File: src/rtl/pipe_skid_pkg.sv
// Shared state encoding and widths for the elastic pipeline slice.
package pipe_pkg;

  typedef enum logic [1:0] {
    SKID_EMPTY = 2'd0,
    SKID_BUSY  = 2'd1,
    SKID_FULL  = 2'd2
  } skid_state_e;

  localparam int OCC_W = 2;

endpackage

File: src/rtl/pipe_skid.sv
// Two-entry valid/ready slice (main + skid): beats land on q one cycle after take, 1 beat/cycle.
// Backpressure: ready_out is a pure decode of registered state, so ready_in never reaches it combinationally.
module pipe_skid
  import pipe_pkg::*;
#(
  parameter type T = logic [31:0]
) (
  input  logic             clk,
  input  logic             async_rst_n,
  input  logic             sync_rst_n,
  input  logic             flush,
  input  T                 d,
  input  logic             valid_in,
  output logic             ready_out,
  output T                 q,
  output logic             valid_out,
  input  logic             ready_in,
  output logic [OCC_W-1:0] occupancy
);

  skid_state_e state_q, state_d;
  T            main_q, main_d;
  T            skid_q, skid_d;

  logic take;
  logic drop;

  assign take = valid_in && ready_out;
  assign drop = valid_out && ready_in;

  always_comb begin
    state_d = state_q;
    main_d  = main_q;
    skid_d  = skid_q;
    unique case (state_q)
      SKID_EMPTY: begin
        if (take) begin
          state_d = SKID_BUSY;
          main_d  = d;
        end
      end
      SKID_BUSY: begin
        if (take && drop) begin
          main_d = d;
        end else if (take) begin
          state_d = SKID_FULL;
          skid_d  = d;
        end else if (drop) begin
          // main keeps its stale payload; only valid_out falls
          state_d = SKID_EMPTY;
        end
      end
      SKID_FULL: begin
        if (ready_in) begin
          state_d = SKID_BUSY;
          main_d  = skid_q;
        end
      end
      default: state_d = SKID_EMPTY;
    endcase
    if (!sync_rst_n || flush) begin
      state_d = SKID_EMPTY;
      main_d  = '0;
      skid_d  = '0;
    end
  end

  always_ff @(posedge clk or negedge async_rst_n) begin
    if (!async_rst_n) begin
      state_q <= SKID_EMPTY;
      main_q  <= '0;
      skid_q  <= '0;
    end else begin
      state_q <= state_d;
      main_q  <= main_d;
      skid_q  <= skid_d;
    end
  end

  // Illegal encodings present as EMPTY on the outputs as well.
  always_comb begin
    valid_out = 1'b0;
    ready_out = 1'b1;
    occupancy = '0;
    unique case (state_q)
      SKID_BUSY: begin
        valid_out = 1'b1;
        occupancy = OCC_W'(1);
      end
      SKID_FULL: begin
        valid_out = 1'b1;
        ready_out = 1'b0;
        occupancy = OCC_W'(2);
      end
      default: ;
    endcase
  end

  assign q = main_q;

endmodule

File: config.mk
export PLATFORM = sky130hd
export DESIGN_NAME = pipe_skid
export DESIGN_NICKNAME = d
export VERILOG_FILES = /design/src/rtl/pipe_skid_pkg.sv /design/src/rtl/pipe_skid.sv
export SDC_FILE = /design/constraint.sdc
export NUM_CORES = 1
export LEC_CHECK = 0
export BUFFER_PORTS_ARGS = -buffer_cell sky130_fd_sc_hd__buf_4
export CAP_MARGIN = 25
export CORE_MARGIN = 5
export CORE_UTILIZATION = 49
export CTS_CLUSTER_DIAMETER = 120
export DETAILED_ROUTE_END_ITERATION = 10
export GPL_TIMING_DRIVEN = 0
export PLACE_DENSITY = 0.76
export SYNTH_ARGS = -nofsm -noshare
export SYNTH_HDL_FRONTEND = slang
export SYNTH_SLANG_ARGS = --single-unit
File: constraint.sdc
create_clock -name clk -period 2.3 [get_ports clk]
set_input_delay 0.46 -clock clk [delete_from_list [all_inputs] [get_ports clk]]
set_output_delay 0.46 -clock clk [all_outputs]
set_load 0.1 [all_outputs]
==> run_results.csv, run 1 <==
group,metric,value,unit
outcome,status,"finished clean",
yosys,async_flop_share,1.00,
yosys,syn_nets,349,
timing,skew,0.00805,ns
yosys,yosysWarnings,0,
yosys,yosys.area.top_type,"dfrtp_1",
layout,fillers,555,
setup_path,path_class,"reg2reg",
timing,clock.fmax,0.447,GHz
drt,route.vias.total,2517,
setup_path,r2r_start,"state_q[0]",
yosys,synthFlopType,"dfrtp_1",
cts,cts.sinks,66,
place,place_hpwl,5250,um
drt,ant_nets,0,
floorplanning,core,6720,um2
drt,drtIter0Drc,40,
timing,slew_viol_final,0,
pwr,total_power,0.00285,W
timing,hold_violations,0,
layout,drive_gt1_frac,0.361,
setup_path,critPathLaunchType,"flop",
setup_path,crit_top_cell,"buf_12",
setup_path,reg2reg_setup_slack,0.06,ns
yosys,synth_area_per_cell,10.9,um2
yosys,netlist_top_cells_area,"dfrtp_1 50%, mux2_4 14%, mux2i_1 9.6%, nand2_1 7.4%, a21oi_1 4.8%",
pwr,p_leak,2.02,nW
global_routing,grt_start_max_net_pins,67,
yosys,netlist_area,3330,um2
setup_path,crit_path_start,"state_q[0]",
global_routing,antenna_found_initial,0,
drt,drtPass1Iterations,4,
global_routing,grt_pass1_wl,12900,um
setup_path,cp-endpoint,"q[21]",
layout,layout_common_cells,"75 x buf_4, 66 x nand2_1, 66 x dfrtp_1",
cts,clockBufferDepth,2,
yosys,ys_seq_area_frac,0.496,
drt,routed_via_density,5.25,
setup_path,endpoint_kind,"flop",
yosys,synth.ff_latch_count,66,
global_routing,grtUsageTotal,0.189,
setup_path,worst-path-max-fanout,10,
global_routing,grt_pass1_vias,2657,
drt,wl,7610,um
cts,cts_tree,"done",
timing,worst_pin_slew,0.823,ns
yosys,yosysTopAreaCellShare,0.496,
hold_path,min_path_type,"in2async",
place,routabilityCongestion,0.819,
pwr,ir_drop,0.406,mV
layout,area_growth,28.3,%
setup_path,cp.arrival,2.46,ns
setup_path,path_cells,"inv_2 -> ha_4 -> buf_6 -> nand2b_4 -> a22o_4 -> a221oi_4 -> buf_12 -> buf_12 -> mux2_4",
floorplanning,start_util,0.495,
drt,drcViolationCount,0,
floorplanning,row_count,30,
timing,finalSetupViolCount,0,
layout,fin_area,4270,um2
setup_path,r2r-end,"q[21]",
job,maxCapViolations,0,
cts,path_clk_slew,0.07,ns
cts,root_buffer,"clkbuf_8",
setup_path,cp.required,2.52,ns
floorplanning,die_area,8540,um2
layout,fin_util,0.635,
place,dpl_cell_area,4000,um2
global_routing,overflow,0,
layout,nets,437,
cts,numCtsBuffers,9,
layout,final_common_cell,"buf_4",
floorplanning,io_pins,74,
setup_path,critical_path.max_stage_delay,0.38,ns
cts,h-tree-depth,3,
timing,relSlewSlack,0.451,
layout,n_antenna_cell,0,
yosys,synth_edf_count,0,
floorplanning,fp.dieH,92.4,um
drt,wl_per_cell,15.9,um
yosys,synthCells,306,
pwr,p_per_area,668,nW/um2
place,port_buffers,73,
setup_path,slowest_stage,"dfrtp_1",
setup_path,cp.depth,9,
timing,finalCritPeriodShare,0.973,
setup_path,r2r_cells,9,
timing,period_minus_slack,2.24,ns
floorplanning,fp.dieW,92.4,um
yosys,synth_cell_types,28,
cts,clock_latency,0.34,ns
setup_path,crit_family,"buffers and inverters",
setup_path,crit_buf_inv,4,
[worst register-to-register path, stage by stage (launching register included)]
cell and delay [ns]:
dfrtp_1 0.38, inv_2 0.10, ha_4 0.17, buf_6 0.15, nand2b_4 0.15, a22o_4 0.23
a221oi_4 0.31, buf_12 0.17, buf_12 0.15, mux2_4 0.30
[worst min path at each step]
stage,from,endpoint,slack [ns],cells past startpoint
after floorplan,async_rst_n,q[0],0.16,0
after detailed placement,q[28],q[28],0.49,1
after global placement,q[16],q[16],0.49,1
after CTS,async_rst_n,q[22],0.25,1
final,async_rst_n,state_q[0],0.21,1
after global routing,async_rst_n,state_q[1],0.29,1
[layer usage]
metal  GRT usage  share of wire
met3      0.0479          0.053
met2       0.297           0.46
met4      0.0681          0.014
met5           0              0
met1       0.252           0.47
[cell usage after synthesis (all sizes together), types with 4 or more instances]
cell type,count
buf,7
clkbuf,13
nor2,32
mux2,32
mux2i,32
dfrtp,66
nand2,66
inv,4
ha,5
a21oi,32
[metrics by stage]
step	setup slack (ns)	cells	TNS (ns)	hold slack [ns]
2_1_floorplan	0.0106	306	0	0.164
3_3_place_gp	-0.0317	459	-0.738	0.495
6_report	0.0613	479	0	0.209
5_1_grt	-0.00281	479	-0.00866	0.291
3_5_place_dp	-0.0718	459	-1.69	0.494
4_1_cts	0.00433	478	0	0.254
[layout make-up]
| class | instances | area (um2) | area share |
|---|---|---|---|
| Tap cell | 80 | 100 | 0.0235 |
| Clock buffer | 14 | 173 | 0.0405 |
| Buffer | 20 | 143 | 0.0334 |
| Clock inverter | 2 | 10.0 | 0.00235 |
| Timing Repair Buffer | 77 | 594 | 0.139 |
| Multi-Input combinational cell | 216 | 1580 | 0.371 |
| Sequential cell | 66 | 1650 | 0.387 |
| Inverter | 4 | 15.0 | 0.00352 |
[state kept, by name (all words and copies together) (netlist names)]
register / cells
state_q: 2
skid_q: 32
q: 32
[cell families after synthesis]
family | after synthesis | synth area share
AOI/OAI and AO/OA | 42 | 0.0820
adders and majority gates | 5 | 0.0188
buffers and inverters | 24 | 0.0372
DFF | 66 | 0.496
muxes | 64 | 0.238
and+or+nand+nor | 105 | 0.127
[timing repair]
| item | CTS | global route |
|---|---|---|
| buffers inserted | 2 | 1 |
| pin swaps | 1 | 1 |
| gates resized for setup | 5 | 12 |
| hold buffers | 0 | 0 |
| setup endpoints to repair | 31 | 49 |
| cloned | 1 | 0 |
[report_power, final]
| group | internal [W] | switching [W] | total (W) | leakage, nW |
|---|---|---|---|---|
| logic | 0.000234 | 0.000482 | 0.000716 | 1.02 |
| registers | 0.00120 | 0.0000271 | 0.00123 | 0.904 |
| clock network | 0.000478 | 0.000424 | 0.000902 | 0.0965 |
Power figures use the tool's default switching activity.
==> run 2, diff against run 1 <==
- PLACE_DENSITY: 0.76 -> 0.84
==> run_results.csv, run 2 (same netlist as run 1, synthesis figures left out) <==
group,metric,value,unit
outcome,status,"finished clean",
layout,fillers,552,
layout,n_antenna_cell,0,
timing,clock.fmax,0.449,GHz
drt,drtIter0Drc,81,
cts,holdBufCountCts,0,
setup_path,crit_buf_inv,5,
global_routing,antenna_found_initial,0,
pwr,p_int,0.00204,W
layout,drive_gt1_frac,0.369,
layout,final_common_cell,"buf_4",
pwr,p_leak,2.03,nW
cts,clock_latency,0.35,ns
setup_path,slowest_stage,"dfrtp_1",
drt,drcViolationCount,0,
layout,regArea,1650,um2
global_routing,grt_pass1_vias,2690,
drt,wl_met1,3630,um
drt,routed_via_density,5.19,
place,dp_slack,-0.0412,ns
timing,fin_tns_setup,0,ns
floorplanning,fp.dieW,92.4,um
drt,wl,7830,um
layout,final_cell_count_no_fill,484,
floorplanning,die_area,8540,um2
cts,numCtsBuffers,9,
place,dpl.cell_count,459,
floorplanning,io_pins,74,
timing,setup_slack,0.0718,ns
pwr,clock_power_share,0.354,
pwr,ir_drop,0.301,mV
floorplanning,row_count,30,
layout,fin_area,4300,um2
job,maxCapViolations,0,
drt,wl_per_cell,16.2,um
global_routing,grtUsageTotal,0.189,
place,dpl_cell_area,4000,um2
drt,wl_met2,3730,um
place,routabilityCongestion,0.843,
cts,clockBufferDepth,2,
cts,h-tree-depth,3,
global_routing,grt_start_max_net_pins,67,
timing,hold_violations,0,
drt,wl_met3,403,um
pwr,p_sw_frac,0.322,
place,port_buffers,73,
timing,period_minus_slack,2.23,ns
setup_path,critPathLaunchType,"flop",
timing,finalSetupViolCount,0,
drt,top_layer,"met4",
timing,slew_viol_final,0,
layout,fin_util,0.640,
timing,skew,0.00638,ns
setup_path,path_cells,"inv_2 -> ha_1 -> buf_6 -> buf_6 -> inv_1 -> buf_4",
global_routing,overflow,0,
setup_path,crit_top_cell,"buf_6",
hold_path,min_path_type,"in2async",
setup_path,endpoint_kind,"primary output",
pwr,p_per_area,700,nW/um2
layout,nets,442,
layout,multi_input_area,1580,um2
pwr,power.switching,0.000969,W
cts,root_buffer,"clkbuf_8",
pwr,seqPwrFrac,0.409,
drt,ant_nets,0,
setup_path,path_class,"reg2out",
timing,finalCritPeriodShare,0.969,
floorplanning,start_util,0.495,
global_routing,grt_pass1_wl,12800,um
layout,layout_common_cells,"81 x buf_4, 66 x nand2_1, 65 x dfrtp_1",
cts,path_clk_slew,0.07,ns
setup_path,crit_family,"buffers and inverters",
drt,route.vias.total,2512,
pwr,combPwrFrac,0.237,
setup_path,worst-path-max-fanout,10,
setup_path,cp.required,1.84,ns
floorplanning,core,6720,um2
setup_path,cp.arrival,1.77,ns
drt,drtPass1Iterations,4,
timing,rsz0062_at_grt,"yes",
timing,relSlewSlack,0.455,
layout,area_growth,29.3,%
setup_path,critical_path.max_stage_delay,0.41,ns
cts,cts_tree,"done",
cts,cts.sinks,66,
place,place_hpwl,5460,um
floorplanning,fp.dieH,92.4,um
timing,worst_pin_slew,0.817,ns
## run 2: path summary, 6_finish.rpt
kind / startpoint / to / slack, ns / cells after the start
setup / recovery: state_q[0] / ready_out / 0.07 / 6
hold / removal: async_rst_n / q[22] / 0.20 / 1
setup reg to reg: state_q[0] / q[9] / 0.08 / 8
hold reg to reg: q[30] / q[30] / 0.52 / 1
max in group asynchronous: async_rst_n / state_q[1] / 1.55 / 1
min in group clk: d[8] / skid_q[8] / 0.36 / 3
## run 2: routing by layer
layer / vias up / global-route usage
met1: 1231 / 0.241
li1: 1211 / -
met2: 62 / 0.314
met3: 8 / 0.0552
met4: 0 / 0.0532
met5: - / 0
## run 2: power by group through the flow
stage               combinational, W  sequential (W)  clock, W
global route                0.000752         0.00124   0.00114
finish                      0.000714         0.00123   0.00106
global placement            0.000686         0.00125         0
floorplan                   0.000244         0.00151         0
detailed placement          0.000695         0.00125         0
CTS                         0.000700         0.00123   0.00108
## run 2: repair_timing
| item | CTS | global route |
|---|---|---|
| resized for setup | 4 | 5 |
| buffers inserted | 1 | 8 |
| cloned | 0 | 1 |
| endpoints found under the setup margin | 31 | 50 |
| pin swaps | 1 | 2 |
## run 2: layout make-up
| cell class | instances | area share |
|---|---|---|
| plain buffers | 19 | 0.0259 |
| clock buffers | 9 | 0.0288 |
| clock inverters | 7 | 0.0218 |
| inverters | 4 | 0.00349 |
| multi-input cells | 216 | 0.367 |
| flip-flops and latches | 66 | 0.384 |
| well taps | 80 | 0.0233 |
| repair buffers | 83 | 0.146 |
## run 2: per-stage QoR
step / hold slack [ns] / total power (W)
2_1_floorplan: 0.164 / 0.00175
3_3_place_gp: 0.499 / 0.00194
3_5_place_dp: 0.494 / 0.00195
4_1_cts: 0.231 / 0.00301
5_1_grt: 0.270 / 0.00312
6_report: 0.199 / 0.00301
